File: src/rtl/block_combine_pkg.sv
// Shared constants and width helpers for the block_combine 2-phase buffer.
// Optional input synchronizers are enabled with `define BLOCK_COMBINE_SYNC_EN.
package block_combine_pkg;

    localparam int DATA_WIDTH_DEF = 3;
    localparam int DEPTH_DEF      = 2;

    function automatic int occ_width(input int depth);
        return $clog2(depth + 1);
    endfunction

    function automatic int ptr_width(input int depth);
        return (depth > 1) ? $clog2(depth) : 1;
    endfunction

endpackage

File: src/rtl/block_combine_phase_detect.sv
// 2-phase edge detector: samples a handshake wire into a phase flop and flags an
// event while it differs from the reference. BLOCK_COMBINE_SYNC_EN adds a metastability flop.
module phase_detect
    import block_combine_pkg::*;
(
    input  logic clk,
    input  logic rst_n,
    input  logic sig_in,
    input  logic ref_upd,
    output logic evt,
    output logic ref_o
);

    logic phase_q, phase_d;
    logic ref_q, ref_d;

`ifdef BLOCK_COMBINE_SYNC_EN
    logic meta_q;

    always_ff @(posedge clk or negedge rst_n) begin
        if (!rst_n) meta_q <= 1'b0;
        else        meta_q <= sig_in;
    end

    always_comb phase_d = meta_q;
`else
    always_comb phase_d = sig_in;
`endif

    always_comb begin
        ref_d = ref_upd ? phase_q : ref_q;
    end

    always_ff @(posedge clk or negedge rst_n) begin
        if (!rst_n) begin
            phase_q <= 1'b0;
            ref_q   <= 1'b0;
        end else begin
            phase_q <= phase_d;
            ref_q   <= ref_d;
        end
    end

    assign evt   = phase_q != ref_q;
    assign ref_o = ref_q;

endmodule

File: src/rtl/block_combine.sv
// 2-phase bundled-data FIFO buffer of DEPTH stages between two handshake channels.
// Define BLOCK_COMBINE_SYNC_EN to pass req_in/ack_in through 2-flop synchronizers.
module block_combine
    import block_combine_pkg::*;
#(
    parameter int DATA_WIDTH = DATA_WIDTH_DEF,
    parameter int DEPTH      = DEPTH_DEF
) (
    input  logic                  clk,
    input  logic                  rst_n,
    input  logic                  req_in,
    input  logic [DATA_WIDTH-1:0] data_in,
    output logic                  ack_out,
    output logic                  req_out,
    output logic [DATA_WIDTH-1:0] data_out,
    input  logic                  ack_in
);

    localparam int OCC_W = occ_width(DEPTH);
    localparam int PTR_W = ptr_width(DEPTH);
    localparam logic [OCC_W-1:0] DEPTH_C  = OCC_W'(DEPTH);
    localparam logic [PTR_W-1:0] PTR_LAST = PTR_W'(DEPTH - 1);

    logic req_evt, ack_evt, req_ref, ack_ref;
    logic push, pop, launch, outstanding;

    logic [OCC_W-1:0]      count_q, count_d;
    logic [PTR_W-1:0]      head_q, head_d, tail_q, tail_d;
    logic [DATA_WIDTH-1:0] mem_q [DEPTH];
    logic [DATA_WIDTH-1:0] mem_d [DEPTH];
    logic                  req_out_q, req_out_d;
    logic [DATA_WIDTH-1:0] data_out_q, data_out_d;

    function automatic logic [PTR_W-1:0] ptr_inc(input logic [PTR_W-1:0] p);
        return (p == PTR_LAST) ? '0 : p + 1'b1;
    endfunction

    // The req reference toggles exactly when a token is accepted, so it doubles as ack_out.
    phase_detect u_req_pd (
        .clk     (clk),
        .rst_n   (rst_n),
        .sig_in  (req_in),
        .ref_upd (push),
        .evt     (req_evt),
        .ref_o   (req_ref)
    );

    phase_detect u_ack_pd (
        .clk     (clk),
        .rst_n   (rst_n),
        .sig_in  (ack_in),
        .ref_upd (ack_evt),
        .evt     (ack_evt),
        .ref_o   (ack_ref)
    );

    always_comb begin
        outstanding = req_out_q != ack_ref;
        pop         = ack_evt && outstanding && (count_q != '0);
        // A pop in the same cycle frees the slot the push needs, even when full.
        push        = req_evt && ((count_q != DEPTH_C) || pop);
        launch      = !outstanding && (count_q != '0);

        head_d = pop  ? ptr_inc(head_q) : head_q;
        tail_d = push ? ptr_inc(tail_q) : tail_q;

        mem_d = mem_q;
        if (push) mem_d[tail_q] = data_in;

        case ({push, pop})
            2'b10:   count_d = count_q + 1'b1;
            2'b01:   count_d = count_q - 1'b1;
            default: count_d = count_q;
        endcase

        req_out_d  = launch ? ~req_out_q     : req_out_q;
        data_out_d = launch ? mem_q[head_q]  : data_out_q;
    end

    always_ff @(posedge clk or negedge rst_n) begin
        if (!rst_n) begin
            count_q    <= '0;
            head_q     <= '0;
            tail_q     <= '0;
            req_out_q  <= 1'b0;
            data_out_q <= '0;
            for (int i = 0; i < DEPTH; i++) mem_q[i] <= '0;
        end else begin
            count_q    <= count_d;
            head_q     <= head_d;
            tail_q     <= tail_d;
            req_out_q  <= req_out_d;
            data_out_q <= data_out_d;
            mem_q      <= mem_d;
        end
    end

    assign ack_out  = req_ref;
    assign req_out  = req_out_q;
    assign data_out = data_out_q;

endmodule

File: config.mk
export PLATFORM = sky130hd
export DESIGN_NAME = block_combine
export DESIGN_NICKNAME = d
export VERILOG_FILES = /design/src/rtl/block_combine_pkg.sv /design/src/rtl/block_combine_phase_detect.sv /design/src/rtl/block_combine.sv
export SDC_FILE = /design/constraint.sdc
export NUM_CORES = 1
export LEC_CHECK = 0
export CAP_MARGIN = 10
export CORE_UTILIZATION = 55
export CTS_CLUSTER_DIAMETER = 80
export CTS_CLUSTER_SIZE = 12
export DETAILED_ROUTE_END_ITERATION = 12
export PLACE_DENSITY = 0.8
export RECOVER_POWER = 50
export REMOVE_ABC_BUFFERS = 1
export SKIP_CTS_REPAIR_TIMING = 1
export SLEW_MARGIN = 20
export SYNTH_ARGS = -nofsm -noshare
export SYNTH_HDL_FRONTEND = slang
export SYNTH_HIERARCHICAL = 1
export SYNTH_SLANG_ARGS = --single-unit
File: constraint.sdc
create_clock -name clk -period 2.85 [get_ports clk]
set_input_delay 0.57 -clock clk [delete_from_list [all_inputs] [get_ports clk]]
set_output_delay 0.57 -clock clk [all_outputs]
set_load 0.005 [all_outputs]
==> results of run 1 <==
[power breakdown]
part           internal [W]  switching, W  leakage [nW]
registers          0.000375      0.000116         0.217
logic              0.000298      0.000308         0.200
clock network     0.0000781     0.0000812        0.0210
total              0.000751      0.000505         0.439
[worst paths after layout]
kind                           startpoint             end  slack, ns
max                        u_req_pd/ref_o        mem_q[0]       0.98
min in group asynchronous           rst_n  u_ack_pd/ref_o       0.77
max in group asynchronous           rst_n        mem_q[4]       1.58
min reg2reg                      mem_q[1]        mem_q[1]       0.50
max reg2reg                u_req_pd/ref_o        mem_q[0]       0.98
min                              mem_q[1]        mem_q[1]       0.50
[Yosys cell counts, types with 2 or more instances]
cell type and instances:
dfrtp_1 18, o21ai_0 11, nand2_1 8, mux2i_1 4
a21oi_1 3, inv_1 3, mux2_1 3, o211ai_1 3
o22ai_1 3, xor2_1 3, and3_1 2, buf_2 2
mux2_4 2, nand2b_1 2, nor2_1 2, xnor2_1 2
[worst register-to-register path: stages, from the launching register on]
cell     delay [ns]
dfrtp_1        0.42
xor2_1         0.60
nand2_1        0.15
o22ai_2        0.24
mux2_1         0.35
[logic make-up after synthesis]
kind of cell,Yosys count
mux,9
compound gates,23
buf+inv,6
simple gates,20
flops,18
xor+xnor,5
[final cells by class]
cell class	count	area, um^2	area share
flip-flops and latches	18	450	0.443
multi-input cells	57	389	0.383
repair buffers	11	110	0.108
clock buffers	4	36.3	0.0357
well taps	15	18.8	0.0185
inverters	3	11.3	0.0111
[per-layer routing]
layer / vias up / track usage / wire length (um)
met3: 5 / 0.0261 / 71
met1: 299 / 0.292 / 754
met5: - / 0 / 0
met2: 20 / 0.309 / 702
met4: 0 / 0.155 / 51
li1: 312 / - / -
[state kept, by name, summed over array words and instances, names as in the netlist]
| name | flops |
|---|---|
| mem_q | 6 |
| u_ack_pd/ref_o | 1 |
| u_req_pd/phase_q | 1 |
| u_req_pd/ref_o | 1 |
| head_q | 1 |
| req_out | 1 |
| u_ack_pd/phase_q | 1 |
| data_out | 3 |
| tail_q | 1 |
| count_q | 2 |
[stage by stage]
step	instances	worst slack (ns)	power, W	hold WS [ns]	util
global placement	104	1.07	0.00108	0.468	0.709
detailed placement	104	1.01	0.00110	0.480	0.709
CTS	108	0.980	0.00126	0.504	0.735
finish	108	0.979	0.00126	0.501	0.735
floorplan	78	1.18	0.000911	0.274	-
global route	108	0.793	0.00136	0.529	0.735
==> results.toml, run 1 <==
[final_layout]
layout_commonest_cell = "dfrtp_1"
finalInstanceArea_um2 = 1020
fill_cells = 99
final_cell_mix = "18 x dfrtp_1, 11 x o21ai_0, 8 x nand2_1, 8 x clkdlybuf4s50_1, 4 x mux2i_1"
drive_gt1_frac = 0.0860
area_delta_synth_final_pct = 17.5
fin_nets = 101
diodes = 0

[routing]
first_iter_violations = 18
drt-total-wl_um = 1580
remaining_drc_errors = 0
vias = 636
drt_pass1_iterations = 4
wl_per_cell_um = 14.6
viasPerCell = 5.89
ant_nets = 0

[synth]
synthAdderAreaFrac = 0
synth_mux_area_frac = 0.120
synthSimpleGateAreaFrac = 0.117
synth-edff-count = 0
synthArstFlopShare = 1.00
yosys.area_share.xor_xnor = 0.0507
synth-seq-area-share = 0.521
synth-seq-cells = 18
postSynthCellCount = 81
synth.avg_cell_area_um2 = 10.7
synthDistinctLibCells = 26
netlist_top_cells_area = "dfrtp_1 52%, o21ai_0 6.4%, mux2i_1 4.6%"
synth_compound_area_frac = 0.162
synth_top_cell_area_share = 0.521
synth_area_um2 = 865
synth_top_family_by_area = "compound AO/OA/AOI/OAI gates"
synth-main-ff-cell = "dfrtp_1"
synth_warnings = 6
synth_area_leader_cell = "dfrtp_1"

[power]
p_leak_nw = 0.439
power_density_nw_per_um2 = 1240
vdd.ir_drop.worst_uv = 724

[sta]
setup_tns_ns = 0
fmax_mhz = 534
worst_slew_pin_slew_ns = 0.778
finalHoldViolCount = 0
finalSetupViolations = 0
fin_skew_ns = 0.00912
final_max_slew_viol_count = 0
rsz0062_at_grt = "false"
fin_crit_sh = 0.657
slew_headroom = 0.480
post-route-min-period_ns = 1.87

[setup_path]
worst-r2r-cell-count = 4
critical-path-max-stage-delay_ns = 0.60
worstSetupPathType = "flop to flop"
worstPathMaxFanout = 12
crit_path_end_kind = "flop"
path_depth = 4
cp.arrival_ns = 2.06
cp.required_ns = 3.04
crit_slowest_cell = "xor2_1"
start_kind = "flop"
path_cells = "xor2_1 -> nand2_1 -> o22ai_2 -> mux2_1"
crit_family = "XOR/XNOR gates"
cp_num_buf_inv = 0

[clock_network]
clk_latency_ns = 0.31
cts_max_level = 1
cts_tree = "yes"
cts_sinks = 18
cts-root-buf = "clkbuf_4"
clk_pin_slew_ns = 0.10
clockBufferDepth = 2
numCtsBuffers = 3

[die]
coreArea_um2 = 1380
die_x_um = 41.6
die_h_um = 41.6
rows = 13
start_util = 0.625
die_area_um2 = 1730
io_pins = 12

[place]
place_congestion = 0.826
placed_area_um2 = 980
portBuffers = 11
dp_hpwl_um = 1140

[global_route]
grt_pass1_vias = 615
grt_usage = 0.213
grt_pass1_wl_um = 2730
grt_start_max_net_pins = 19
overflow = 0
antenna_found_initial = 0

[flow_run]
max-cap-violations = 0

[min_path]
hp-class = "flop to flop"
min_path_cells = 1

[outcome]
status = "finished clean"
Power figures use the tool's default switching activity.
==> run 2, diff against run 1 <==
CORE_UTILIZATION = 51   (was 55)
PLACE_DENSITY = 0.75   (was 0.8)
clock period = 1.92 ns   (was 2.85 ns; I/O delays follow)
==> results.toml, run 2 (same netlist as run 1, synthesis figures left out) <==
[outcome]
status = "finished clean"

[final_layout]
diodes = 0
multi_input_area_um2 = 389
fin_util = 0.668
final_cell_mix = "18 x dfrtp_1, 11 x o21ai_0, 8 x nand2_1, 8 x clkdlybuf4s50_1, 4 x mux2i_1"
area_delta_synth_final_pct = 19.1
layout_commonest_cell = "dfrtp_1"
fill_cells = 119
fin_nets = 105
final-seq-area_um2 = 450
drive_gt1_frac = 0.104
largest_reg_flops = 6
largest-register = "mem_q"

[sta]
worst_slew_pin_slew_ns = 0.516
setup_ws_ns = 0.297
fmax_mhz = 616
slew_headroom = 0.653
fin_skew_ns = 0.00192
whs_ns = 0.473
final_max_slew_viol_count = 0
rsz0062_at_grt = "false"
fin_crit_sh = 0.845
post-route-min-period_ns = 1.62
finalSetupViolations = 0
finalHoldViolCount = 0
setup_tns_ns = 0

[place]
portBuffers = 11
place_congestion = 0.842
dp_hpwl_um = 1290
dp_slack_ns = 0.319

[global_route]
grt_pass1_vias = 654
grtUsageMet2 = 0.343
use_met3 = 0.0340
use_met1 = 0.262
overflow = 0
grt_usage = 0.205
grt.busiest_layer = "met2"
grt_start_max_net_pins = 11
antenna_found_initial = 0
grt_pass1_wl_um = 2840

[setup_path]
crit_family = "buffers and inverters"
cp.required_ns = 1.54
cp_num_buf_inv = 1
reg2reg_slack_ns = 0.31
worstSetupPathType = "flop to output port"
crit_slowest_cell = "clkdlybuf4s50_1"
crit_path_end_kind = "output port"
path_cells = "clkdlybuf4s50_1"
critical-path-max-stage-delay_ns = 0.53
cp.arrival_ns = 1.24
worstPathMaxFanout = 4
start_kind = "flop"

[clock_network]
clockBufferDepth = 2
numCtsBuffers = 3
cts_sinks = 18
cts_max_level = 1
cts_tree = "yes"
clk_latency_ns = 0.28
cts-root-buf = "clkbuf_4"
clk_pin_slew_ns = 0.09

[die]
die_area_um2 = 1860
rows = 14
die_h_um = 43.2
start_util = 0.561
io_pins = 12
die_x_um = 43.2
coreArea_um2 = 1540

[routing]
wl_per_cell_um = 14.4
first_iter_violations = 17
viasPerCell = 5.71
drt_pass1_iterations = 4
vias = 640
remaining_drc_errors = 0
ant_nets = 0
drt-total-wl_um = 1620

[power]
p_leak_nw = 0.447
power_density_nw_per_um2 = 1830
vdd.ir_drop.worst_uv = 887

[flow_run]
max-cap-violations = 0

[min_path]
hp-class = "input port to async pin"
## run 2: stage by stage
step	instance area (um^2)	instances	power [W]
floorplan	851	78	0.00135
global placement	1010	109	0.00168
detailed placement	1010	109	0.00172
CTS	1030	112	0.00189
global route	1030	112	0.00204
finish	1030	112	0.00188
## run 2: final timing paths
kind                                 from                to  cells after the start
min in group clk                 mem_q[1]          mem_q[1]                      1
max in group asynchronous           rst_n  u_req_pd/phase_q                      2
min reg2reg                      mem_q[1]          mem_q[1]                      1
min                                 rst_n       data_out[0]                      1
max reg2reg                u_ack_pd/ref_o    u_req_pd/ref_o                      5
max                               req_out           req_out                      1
## run 2: final cells by class
cell class                      instances  area share
Multi-Input combinational cell         57       0.378
Tap cell                               16      0.0194
Timing Repair Buffer                   15       0.132
Inverter                                3      0.0109
Sequential cell                        18       0.437
Clock buffer                            3      0.0219
## run 2: power breakdown
group / switching (W) / internal [W] / total [W]
clock network: 0.000104 / 0.0000727 / 0.000177
registers: 0.000169 / 0.000557 / 0.000727
logic: 0.000479 / 0.000498 / 0.000977
## run 2: per-layer routing
metal | vias up | part of all wire | wire, um
met2 | 19 | 0.48 | 768
met4 | 0 | 0.0056 | 9
met3 | 2 | 0.037 | 60
li1 | 318 | - | -
met5 | - | 0 | 0
met1 | 301 | 0.48 | 776
